==> src/rtl/game_tick_pkg.sv <==
// Shared types and effective-period arithmetic for the multi-channel game tick generator.
// GAME_TICK_SPEEDUP_EN enables level-based shortening of channel 0's period.
package game_tick_pkg;

   typedef enum logic [1:0] {
      RUN,
      PAUSE,
      STEP
   } tick_state_e;

   localparam int unsigned MIN_EFF = 1;

   // Wide enough to hold level*SPEED_STEP exactly for CNT_W+LEVEL_W up to 64 bits
   localparam int WIDE_W = 64;
   typedef logic [WIDE_W-1:0] wide_t;

`ifdef GAME_TICK_SPEEDUP_EN
   localparam bit SPEEDUP_EN = 1'b1;
`else
   localparam bit SPEEDUP_EN = 1'b0;
`endif

   // Speed-up subtracts whole level steps and never drops below min_period or MIN_EFF
   function automatic wide_t eff_period(input wide_t per,
                                        input wide_t level,
                                        input logic  is_ch0,
                                        input wide_t speed_step,
                                        input wide_t min_period);
      wide_t dec;
      wide_t eff;
      dec = level * speed_step;
      eff = (per < wide_t'(MIN_EFF)) ? wide_t'(MIN_EFF) : per;
      if (SPEEDUP_EN && is_ch0) begin
         eff = (per > dec) ? (per - dec) : '0;
         if (eff < min_period) begin
            eff = min_period;
         end
         if (eff < wide_t'(MIN_EFF)) begin
            eff = wide_t'(MIN_EFF);
         end
      end
      return eff;
   endfunction

endpackage

==> src/rtl/tick_channel.sv <==
// One down-counting tick channel: owns its period register, counter, reload mux and tick flop.
// Speed-up (GAME_TICK_SPEEDUP_EN) is resolved inside eff_period; IS_CH0 selects who gets it.
module tick_channel
   import game_tick_pkg::*;
#(
   parameter int          CNT_W          = 32,
   parameter int          LEVEL_W        = 4,
   parameter int unsigned DEFAULT_PERIOD = 25_000_000,
   parameter int unsigned MIN_PERIOD     = 1_000_000,
   parameter int unsigned SPEED_STEP     = 1_000_000,
   parameter bit          IS_CH0         = 1'b0
) (
   input  logic               clk,
   input  logic               rst,
   input  logic               advance,
   input  logic               force_tick,
   input  logic               sync,
   input  logic               wr_en,
   input  logic [CNT_W-1:0]   wr_period,
   input  logic [LEVEL_W-1:0] level,
   output logic               tick
);

   localparam logic [CNT_W-1:0] ONE     = CNT_W'(1);
   localparam logic [CNT_W-1:0] DEF_PER = CNT_W'(DEFAULT_PERIOD);

   logic [CNT_W-1:0] per;
   logic [CNT_W-1:0] cnt;
   logic [CNT_W-1:0] per_next;
   logic [CNT_W-1:0] reload_val;
   logic [CNT_W-1:0] rst_val;
   logic             expired;

   function automatic logic [CNT_W-1:0] reload_of(input logic [CNT_W-1:0]   p,
                                                  input logic [LEVEL_W-1:0] lvl);
      wide_t e;
      e = eff_period(wide_t'(p), wide_t'(lvl), IS_CH0,
                     wide_t'(SPEED_STEP), wide_t'(MIN_PERIOD));
      return CNT_W'(e - wide_t'(1));
   endfunction

   // Reloads always use the period that will be in force after this edge, so a
   // write landing with an expiry or a sync already counts with the new value
   always_comb begin
      per_next   = wr_en ? wr_period : per;
      reload_val = reload_of(per_next, level);
      rst_val    = reload_of(DEF_PER, level);
      expired    = (cnt == '0);
   end

   always_ff @(posedge clk) begin
      if (rst) begin
         per  <= DEF_PER;
         cnt  <= rst_val;
         tick <= 1'b0;
      end else begin
         per <= per_next;
         if (sync) begin
            cnt  <= reload_val;
            tick <= 1'b0;
         end else if (force_tick) begin
            cnt  <= reload_val;
            tick <= 1'b1;
         end else if (advance) begin
            tick <= expired;
            cnt  <= (expired || wr_en) ? reload_val : (cnt - ONE);
         end else begin
            tick <= 1'b0;
            if (wr_en) begin
               cnt <= reload_val;
            end
         end
      end
   end

endmodule

==> src/rtl/game_tick_gen.sv <==
// Multi-channel game tick generator: run/pause/step FSM, period-write decode and sync fan-out.
// Define GAME_TICK_SPEEDUP_EN to let level shorten channel 0's period; otherwise level is ignored.
module game_tick_gen
   import game_tick_pkg::*;
#(
   parameter int          CHANNELS       = 2,
   parameter int          CH_W           = 1,
   parameter int          CNT_W          = 32,
   parameter int unsigned DEFAULT_PERIOD = 25_000_000,
   parameter int unsigned MIN_PERIOD     = 1_000_000,
   parameter int unsigned SPEED_STEP     = 1_000_000,
   parameter int          LEVEL_W        = 4
) (
   input  logic                clk,
   input  logic                rst,
   input  logic                run,
   input  logic                step,
   input  logic                sync,
   input  logic [LEVEL_W-1:0]  level,
   input  logic                cfg_valid,
   output logic                cfg_ready,
   input  logic [CH_W-1:0]     cfg_chan,
   input  logic [CNT_W-1:0]    cfg_period,
   output logic [CHANNELS-1:0] tick,
   output logic                paused
);

   tick_state_e          state;
   tick_state_e          state_next;
   logic                 advance;
   logic                 force_tick;
   logic                 cfg_accept;
   logic [LEVEL_W-1:0]   level_eff;
   logic [CHANNELS-1:0]  wr_en;

`ifdef GAME_TICK_SPEEDUP_EN
   assign level_eff = level;
`else
   logic unused_level;
   assign level_eff    = '0;
   assign unused_level = ^level;
`endif

   always_ff @(posedge clk) begin
      if (rst) begin
         state <= RUN;
      end else begin
         state <= state_next;
      end
   end

   // Counting stops on the very edge run drops; run always wins over step
   always_comb begin
      state_next = state;
      advance    = 1'b0;
      force_tick = 1'b0;
      case (state)
         RUN: begin
            if (run) begin
               advance = 1'b1;
            end else begin
               state_next = PAUSE;
            end
         end
         PAUSE: begin
            if (run) begin
               state_next = RUN;
            end else if (step) begin
               state_next = STEP;
            end
         end
         STEP: begin
            force_tick = 1'b1;
            state_next = run ? RUN : PAUSE;
         end
         default: begin
            state_next = RUN;
         end
      endcase
   end

   assign cfg_ready  = (state != STEP);
   assign paused     = (state != RUN);
   assign cfg_accept = cfg_valid && cfg_ready;

   for (genvar c = 0; c < CHANNELS; c++) begin : g_chan
      assign wr_en[c] = cfg_accept && (32'(cfg_chan) == 32'(c));

      tick_channel #(
         .CNT_W          (CNT_W),
         .LEVEL_W        (LEVEL_W),
         .DEFAULT_PERIOD (DEFAULT_PERIOD),
         .MIN_PERIOD     (MIN_PERIOD),
         .SPEED_STEP     (SPEED_STEP),
         .IS_CH0         (c == 0)
      ) u_chan (
         .clk        (clk),
         .rst        (rst),
         .advance    (advance),
         .force_tick (force_tick),
         .sync       (sync),
         .wr_en      (wr_en[c]),
         .wr_period  (cfg_period),
         .level      (level_eff),
         .tick       (tick[c])
      );
   end

endmodule
==> config.mk <==
export PLATFORM = sky130hd
export DESIGN_NAME = game_tick_gen
export DESIGN_NICKNAME = d
export VERILOG_FILES = /design/src/rtl/game_tick_pkg.sv /design/src/rtl/tick_channel.sv /design/src/rtl/game_tick_gen.sv
export SDC_FILE = /design/constraint.sdc
export NUM_CORES = 1
export LEC_CHECK = 0
export BUFFER_PORTS_ARGS = -buffer_cell sky130_fd_sc_hd__buf_4
export CAP_MARGIN = 20
export CORE_MARGIN = 3
export CORE_UTILIZATION = 55
export CTS_CLUSTER_SIZE = 8
export DETAILED_ROUTE_END_ITERATION = 12
export HOLD_SLACK_MARGIN = 0.12
export PLACE_DENSITY = 0.75
export RECOVER_POWER = 100
export SLEW_MARGIN = 20
export SYNTH_ARGS = -nofsm -noshare
export SYNTH_HDL_FRONTEND = slang
export SYNTH_SLANG_ARGS = --single-unit
==> constraint.sdc <==
create_clock -name clk -period 14.1 [get_ports clk]
set_clock_uncertainty 0.05 [all_clocks]
set_input_delay 2.82 -clock clk [delete_from_list [all_inputs] [get_ports clk]]
set_output_delay 2.82 -clock clk [all_outputs]
set_load 0.03 [all_outputs]
==> results of run 1 <==
[sequential cells by signal (all words and copies together) (netlist names)]
| name | count |
|---|---|
| g_chan.u_chan.tick | 2 |
| g_chan.u_chan.per | 64 |
| g_chan.u_chan.cnt | 64 |
| state | 2 |
[path summary, 6_finish.rpt]
path	cells past startpoint	endpoint	slack, ns	start
setup / recovery	15	g_chan[0].u_chan.cnt[26]	5.59	cfg_valid
hold / removal	2	g_chan[1].u_chan.cnt[6]	0.41	g_chan[1].u_chan.cnt[6]
setup reg to reg	15	g_chan[0].u_chan.cnt[26]	6.88	state[1]
hold reg to reg	2	g_chan[1].u_chan.cnt[6]	0.41	g_chan[1].u_chan.cnt[6]
[layout make-up]
| type | instances | share of cell area (%) |
|---|---|---|
| multi-input combinational | 924 | 58.27 |
| sequential | 132 | 27.53 |
| clock buffer | 19 | 4.719 |
| timing repair buffer | 53 | 3.794 |
| tap | 211 | 2.751 |
| clock inverter | 13 | 2.386 |
| inverter | 14 | 0.5475 |
[power breakdown]
group          internal (mW)  leakage, nW  switching, mW  total (mW)
sequential             0.401         1.09         0.0285       0.429
combinational         0.0698         2.12          0.112       0.182
clock                  0.341        0.333          0.182       0.523
total                  0.811         3.54          0.323        1.13
[critical path, stage by stage]
cell	delay, ns
clkbuf_1	0.11
nor2b_1	0.24
nand2_1	0.10
clkbuf_1	1.62
mux2i_1	0.66
or4_1	0.27
o21a_1	0.18
ha_1	0.29
nor3b_1	0.51
nand3b_1	0.26
o22ai_1	0.45
nand4_1	0.38
nor3_1	0.32
xor2_1	0.10
a2111oi_0	0.41
[layout by cell type, fill, tap and decap left out, drive strengths merged, types with 15 or more instances in the layout]
master / n
a21oi: 67
buf: 44
clkbuf: 28
dfxtp: 132
mux2i: 51
nand2: 129
nand3: 41
nor2: 122
nor3: 76
nor4: 44
o21ai: 69
or3: 22
or4: 15
xnor2: 24
xor2: 39
[layer usage]
metal | global-route usage [%] | vias to the layer above
met5 | 0 | -
met4 | 14.47 | 0
met3 | 4.939 | 80
met2 | 47.09 | 407
met1 | 40.47 | 4138
li1 | - | 4241
[stage by stage]
stage	std cells	util [%]	hold WS [ns]	setup WS, ns	power [mW]
after detailed placement	1334	59.02	0.4003	6.453	0.6141
after global routing	1366	62.90	0.4427	5.209	1.173
after CTS	1366	63.49	0.4098	6.845	1.130
after floorplan	1141	-	0.3860	7.224	0.5592
final	1366	62.90	0.4080	5.593	1.134
after global placement	1334	59.02	0.3988	6.561	0.6113
[synthesized netlist by cell type (3+ instances only)]
library cell,n,area (um^2)
or3_1,22,137.6
nand4b_1,6,52.55
nand2_1,129,484.2
nand4_1,12,75.07
xnor2_1,24,210.2
a2111oi_2,3,45.04
nor2_1,122,457.9
and2_1,6,37.54
a31oi_1,8,50.05
clkbuf_1,49,183.9
nor3_1,76,380.4
o21ai_1,21,105.1
a21o_1,9,67.56
nor4b_1,6,52.55
o211ai_1,13,97.59
o21a_1,8,60.06
and3_1,12,75.07
nand2b_1,6,37.54
nor2b_1,3,18.77
nand3_1,41,205.2
o21ai_0,48,240.2
or4_1,13,97.59
buf_4,4,30.03
or2_2,9,56.30
nand3b_1,6,45.04
o31a_1,7,61.31
mux2i_1,51,510.5
a211o_1,7,61.31
a32oi_1,9,78.83
a22oi_1,4,30.03
a211oi_1,14,105.1
nor4_1,42,262.8
buf_1,6,22.52
dfxtp_1,132,2643
o22ai_1,8,50.05
buf_2,11,55.05
inv_1,13,48.80
nor3b_1,5,37.54
xor2_1,39,341.6
o221ai_1,7,61.31
a311oi_1,3,26.28
a21oi_1,67,335.3
o31ai_1,5,37.54
ha_1,6,75.07
[cell families after synthesis]
kind of cell	Yosys count
xor gates and xnor gates	63
adders and majority gates	6
muxes	52
buffers and inverters	85
and+or+nand+nor	529
DFF	132
AOI/OAI and AO/OA	274
==> insert_results.sql, run 1 <==
INSERT INTO impl_metrics (metric_group, metric, value, unit) VALUES
('yosys', 'synth_compound_gate_area_share', '21.40', '%'),
('floorplanning', 'die_h', '131.3', 'um'),
('layout', 'num-fill-cells', '1347', ''),
('routing', 'routed-wl-met3', '2040', 'um'),
('timing', 'finalCriticalPeriod', '8.507', 'ns'),
('yosys', 'dominant_combinational_cell_family_by_area_after_synthesis', 'simple AND/OR/NAND/NOR gates', ''),
('routing', 'drt_first_pass_iters', '5', ''),
('clock_tree', 'cts.repair_timing.setup_buffer_count', '0', ''),
('timing', 'maxSlewHeadroom', '-94.77', '%'),
('clock_tree', 'tritoncts.num_buffers', '17', ''),
('yosys', 'yosys.area_share.xor_xnor', '6.389', '%'),
('worst_setup_path', 'critPathRequiredTime', '14.35', 'ns'),
('power', 'power_density', '118.1', 'nW/um^2'),
('routing', 'detail_route.drc_violations', '0', ''),
('global_route', 'grt_first_pass_wirelength', '42700', 'um'),
('yosys', 'syn_nets', '1190', ''),
('yosys', 'synth_flop_cell', 'dfxtp_1', ''),
('layout', 'share_of_layout_cells_above_drive_strength_1', '8.225', '%'),
('yosys', 'postSynth.asyncResetShare', '0', '%'),
('clock_tree', 'cts_tree', 'yes', ''),
('floorplanning', 'boundaryPins', '47', ''),
('routing', 'drt_wl_total', '26410', 'um'),
('clock_tree', 'clk_pin_slew', '0.06', 'ns'),
('timing', 'fmax', '0.1176', 'GHz'),
('worst_setup_path', 'timing.critical_path.arrival', '8.76', 'ns'),
('place', 'post-dp-hpwl', '17750', 'um'),
('worst_setup_path', 'criticalPathCategory', 'input pin to flop', ''),
('clock_tree', 'cts_root_buf', 'clkbuf_16', ''),
('floorplanning', 'die_w', '131.3', 'um'),
('run', 'maxCapViolCount', '8', ''),
('routing', 'routed-via-count', '8866', ''),
('routing', 'wire_per_inst', '19.33', 'um'),
('power', 'leakagePower', '3.537', 'nW'),
('timing', 'final-hold-violation-count', '0', ''),
('worst_setup_path', 'start_kind', 'input pin', ''),
('clock_tree', 'insertion_delay', '0.44', 'ns'),
('floorplanning', 'rows', '45', ''),
('routing', 'route.detailed.vias_per_inst', '6.490', ''),
('floorplanning', 'fp.coreArea', '15260', 'um^2'),
('min_path', 'min_path_type', 'flop to flop', ''),
('place', 'numPortBuffers', '42', ''),
('routing', 'met1_length', '11190', 'um'),
('clock_tree', 'cts_htree_levels', '4', ''),
('layout', 'finalNetCount', '1191', ''),
('global_route', 'globalRouteOverflowTotal', '0', ''),
('worst_setup_path', 'critical_path_peak_fanout', '43', ''),
('yosys', 'yosys.area_share.simple', '30.60', '%'),
('layout', 'postLayoutCellArea', '9598', 'um^2'),
('routing', 'detailedRoute.firstIterationViolations', '899', ''),
('clock_tree', 'cts_hold_repair.buffers', '0', ''),
('clock_tree', 'ctsResizeCount', '0', ''),
('run_status', 'outcome', 'finished, violations left', ''),
('layout', 'footprint_of_the_multi_input_gates', '5593', 'um^2'),
('layout', 'area_growth_syn_to_layout', '11.13', '%'),
('run_status', 'violations', 'capacitance limit, slew limit', ''),
('timing', 'timing_worst_slew_pin_value', '2.884', 'ns'),
('routing', 'detailroute.wirelength.met2', '12050', 'um'),
('layout', 'diodes', '0', ''),
('global_route', 'grt.total_usage', '30.06', '%'),
('floorplanning', 'initial_core_util', '56.61', '%'),
('clock_tree', 'cts.path.max_buffers', '2', ''),
('yosys', 'synth_seq_area_share', '30.60', '%'),
('routing', 'ant_nets', '0', ''),
('timing', 'drv_slew', '263', ''),
('clock_tree', 'numClockSinks', '132', ''),
('global_route', 'antenna_found_initial', '0', ''),
('timing', 'setup_total_negative_slack', '0', 'ns'),
('worst_setup_path', 'endpoint_kind', 'flop', ''),
('place', 'gp_routability_congestion', '0.9332', ''),
('place', 'placed_cell_area', '9006', 'um^2'),
('yosys', 'ys.warnings.count', '0', '');
(Power assumes the default switching activity.)
==> run 2, diff against run 1 <==
==> constraint.sdc (replaced) <==
create_clock -name clk -period 7.9 [get_ports clk]
set_clock_uncertainty 0.05 [all_clocks]
set_input_delay 1.58 -clock clk [delete_from_list [all_inputs] [get_ports clk]]
set_output_delay 1.58 -clock clk [all_outputs]
set_load 0.03 [all_outputs]
==> insert_results.sql, run 2 (same netlist as run 1, synthesis figures left out) <==
INSERT INTO impl_metrics (metric_group, metric, value, unit) VALUES
('run_status', 'outcome', 'finished, violations left', ''),
('global_route', 'grt_max_degree', '59', ''),
('worst_setup_path', 'critPathMostFrequentCell', 'clkbuf_1', ''),
('worst_setup_path', 'critPathSlowestCell', 'clkbuf_1', ''),
('routing', 'detail_route.drc_violations', '0', ''),
('floorplanning', 'die_h', '131.3', 'um'),
('clock_tree', 'cts_htree_levels', '4', ''),
('worst_setup_path', 'criticalPathCategory', 'input pin to flop', ''),
('routing', 'route.detailed.vias_per_inst', '6.436', ''),
('clock_tree', 'numClockSinks', '132', ''),
('power', 'leakagePower', '3.507', 'nW'),
('timing', 'unrepaired_setup_endpoints_after_global_routing', 'no', ''),
('layout', 'diodes', '0', ''),
('layout', 'area_growth_syn_to_layout', '10.36', '%'),
('clock_tree', 'cts_tree', 'yes', ''),
('global_route', 'globalRouteOverflowTotal', '0', ''),
('routing', 'wire_per_inst', '18.89', 'um'),
('floorplanning', 'die_w', '131.3', 'um'),
('routing', 'detailedRoute.firstIterationViolations', '845', ''),
('power', 'vdd_drop_max', '0.1712', 'mV'),
('routing', 'ant_nets', '0', ''),
('timing', 'final-hold-violation-count', '0', ''),
('timing', 'finalCriticalPeriod', '6.450', 'ns'),
('layout', 'reg.largest.list', 'g_chan.u_chan.cnt: 64 flops, g_chan.u_chan.per: 64 flops', ''),
('global_route', 'grt_first_pass_wirelength', '42120', 'um'),
('floorplanning', 'initial_core_util', '56.61', '%'),
('global_route', 'first_global_vias', '8035', ''),
('clock_tree', 'cts.path.max_buffers', '2', ''),
('worst_setup_path', 'crit_chain', 'clkbuf_1 -> and2_0 -> nand2_2 -> clkbuf_1 -> a32oi_1 -> o41ai_1 -> nor2_1 -> xor2_1 -> a2111oi_0', ''),
('timing', 'maxSlewHeadroom', '-91.90', '%'),
('global_route', 'antenna_found_initial', '0', ''),
('clock_tree', 'cts_hold_repair.buffers', '0', ''),
('routing', 'drt_first_pass_iters', '7', ''),
('clock_tree', 'ctsResizeCount', '0', ''),
('timing', 'timing_worst_slew_pin_value', '2.879', 'ns'),
('worst_setup_path', 'timing.critical_path.arrival', '6.71', 'ns'),
('worst_setup_path', 'worst_path_largest_cell_delay', '1.80', 'ns'),
('routing', 'drt_wl_total', '25830', 'um'),
('clock_tree', 'clk_pin_slew', '0.06', 'ns'),
('timing', 'post-route-period-util', '81.64', '%'),
('run', 'maxCapViolCount', '6', ''),
('global_route', 'grt.total_usage', '29.37', '%'),
('clock_tree', 'cts.repair_timing.setup_buffer_count', '0', ''),
('worst_setup_path', 'critical_path_peak_fanout', '43', ''),
('worst_setup_path', 'critPathRequiredTime', '8.16', 'ns'),
('routing', 'routed-via-count', '8798', ''),
('layout', 'most_common_library_cell_in_the_layout_ignoring_fill_and_taps', 'dfxtp_1', ''),
('clock_tree', 'tritoncts.num_buffers', '17', ''),
('timing', 'setup_viol_count_final', '0', ''),
('worst_setup_path', 'start_kind', 'input pin', ''),
('clock_tree', 'cts_root_buf', 'clkbuf_16', ''),
('floorplanning', 'rows', '45', ''),
('layout', 'share_of_layout_cells_above_drive_strength_1', '8.131', '%'),
('layout', 'finalNetCount', '1192', ''),
('timing', 'whs', '0.4310', 'ns'),
('timing', 'drv_slew', '210', ''),
('worst_setup_path', 'endpoint_kind', 'flop', ''),
('place', 'numPortBuffers', '42', ''),
('clock_tree', 'insertion_delay', '0.44', 'ns'),
('floorplanning', 'die_area', '17240', 'um^2'),
('timing', 'fmax', '0.1550', 'GHz'),
('power', 'power_density', '200.7', 'nW/um^2'),
('floorplanning', 'boundaryPins', '47', ''),
('layout', 'mostFrequentLayoutCells', '132 x dfxtp_1, 128 x nand2_1, 122 x nor2_1', ''),
('run_status', 'violations', 'capacitance limit, slew limit', ''),
('floorplanning', 'fp.coreArea', '15260', 'um^2'),
('place', 'post-dp-hpwl', '17850', 'um'),
('timing', 'setup_total_negative_slack', '0', 'ns'),
('min_path', 'min_path_type', 'flop to flop', ''),
('place', 'gp_routability_congestion', '0.9450', '');
-- run 2: cell types whose count changed in the layout (fill, tap and decap cells not counted), sizes merged --
| cell | change |
|---|---|
| bufinv | -3 |
| clkbuf | +3 |
| buf | +2 |
| clkinv | -1 |
-- run 2: critical path: cells and delay by family --
family          cells  cell delay (ns)
compound gates      3             2.41
buf+inv             2             1.91
simple gates        3             0.55
xor+xnor            1             0.24
-- run 2: stage by stage --
stage / cell area (um^2) / utilization (%) / total power, mW / worst slack, ns / cells
detailed placement: 9014 / 59.07 / 1.097 / 1.703 / 1335
finish: 9532 / 62.47 / 1.913 / 1.450 / 1367
global route: 9532 / 62.47 / 1.985 / 1.010 / 1367
floorplan: 8637 / - / 0.9981 / 2.264 / 1141
CTS: 9618 / 63.03 / 1.913 / 2.161 / 1367
global placement: 9014 / 59.07 / 1.091 / 1.790 / 1335
-- run 2: per-layer routing --
metal	GRT usage (%)	vias up	share of wire [%]
li1	-	4232	-
met1	39.46	4101	43
met2	47.55	395	47
met3	5.168	70	7.3
met4	10.68	0	3.3
met5	0	-	0
-- run 2: path summary, 6_finish.rpt --
check                                         startpoint                       end  slack (ns)  cells past startpoint
worst max-delay path                           cfg_valid   g_chan[1].u_chan.cnt[7]        1.45                      9
worst min-delay path            g_chan[0].u_chan.per[31]  g_chan[0].u_chan.per[31]        0.43                      2
worst max register to register                  state[1]   g_chan[1].u_chan.cnt[7]        1.63                      9
worst min register to register  g_chan[0].u_chan.per[31]  g_chan[0].u_chan.per[31]        0.43                      2
-- run 2: cell type report --
| class | count | area [um^2] |
|---|---|---|
| clock buffer | 23 | 478.0 |
| multi-input combinational | 924 | 5593 |
| fill | 1372 | 5727 |
| clock inverter | 9 | 126.4 |
| tap | 211 | 264.0 |
| inverter | 14 | 52.55 |
| sequential | 132 | 2643 |
| timing repair buffer | 54 | 375.4 |
-- run 2: report_power, final --
part | internal (mW) | switching, mW
Sequential | 0.715 | 0.0498
Clock | 0.519 | 0.305
Combinational | 0.124 | 0.200
Total | 1.36 | 0.554
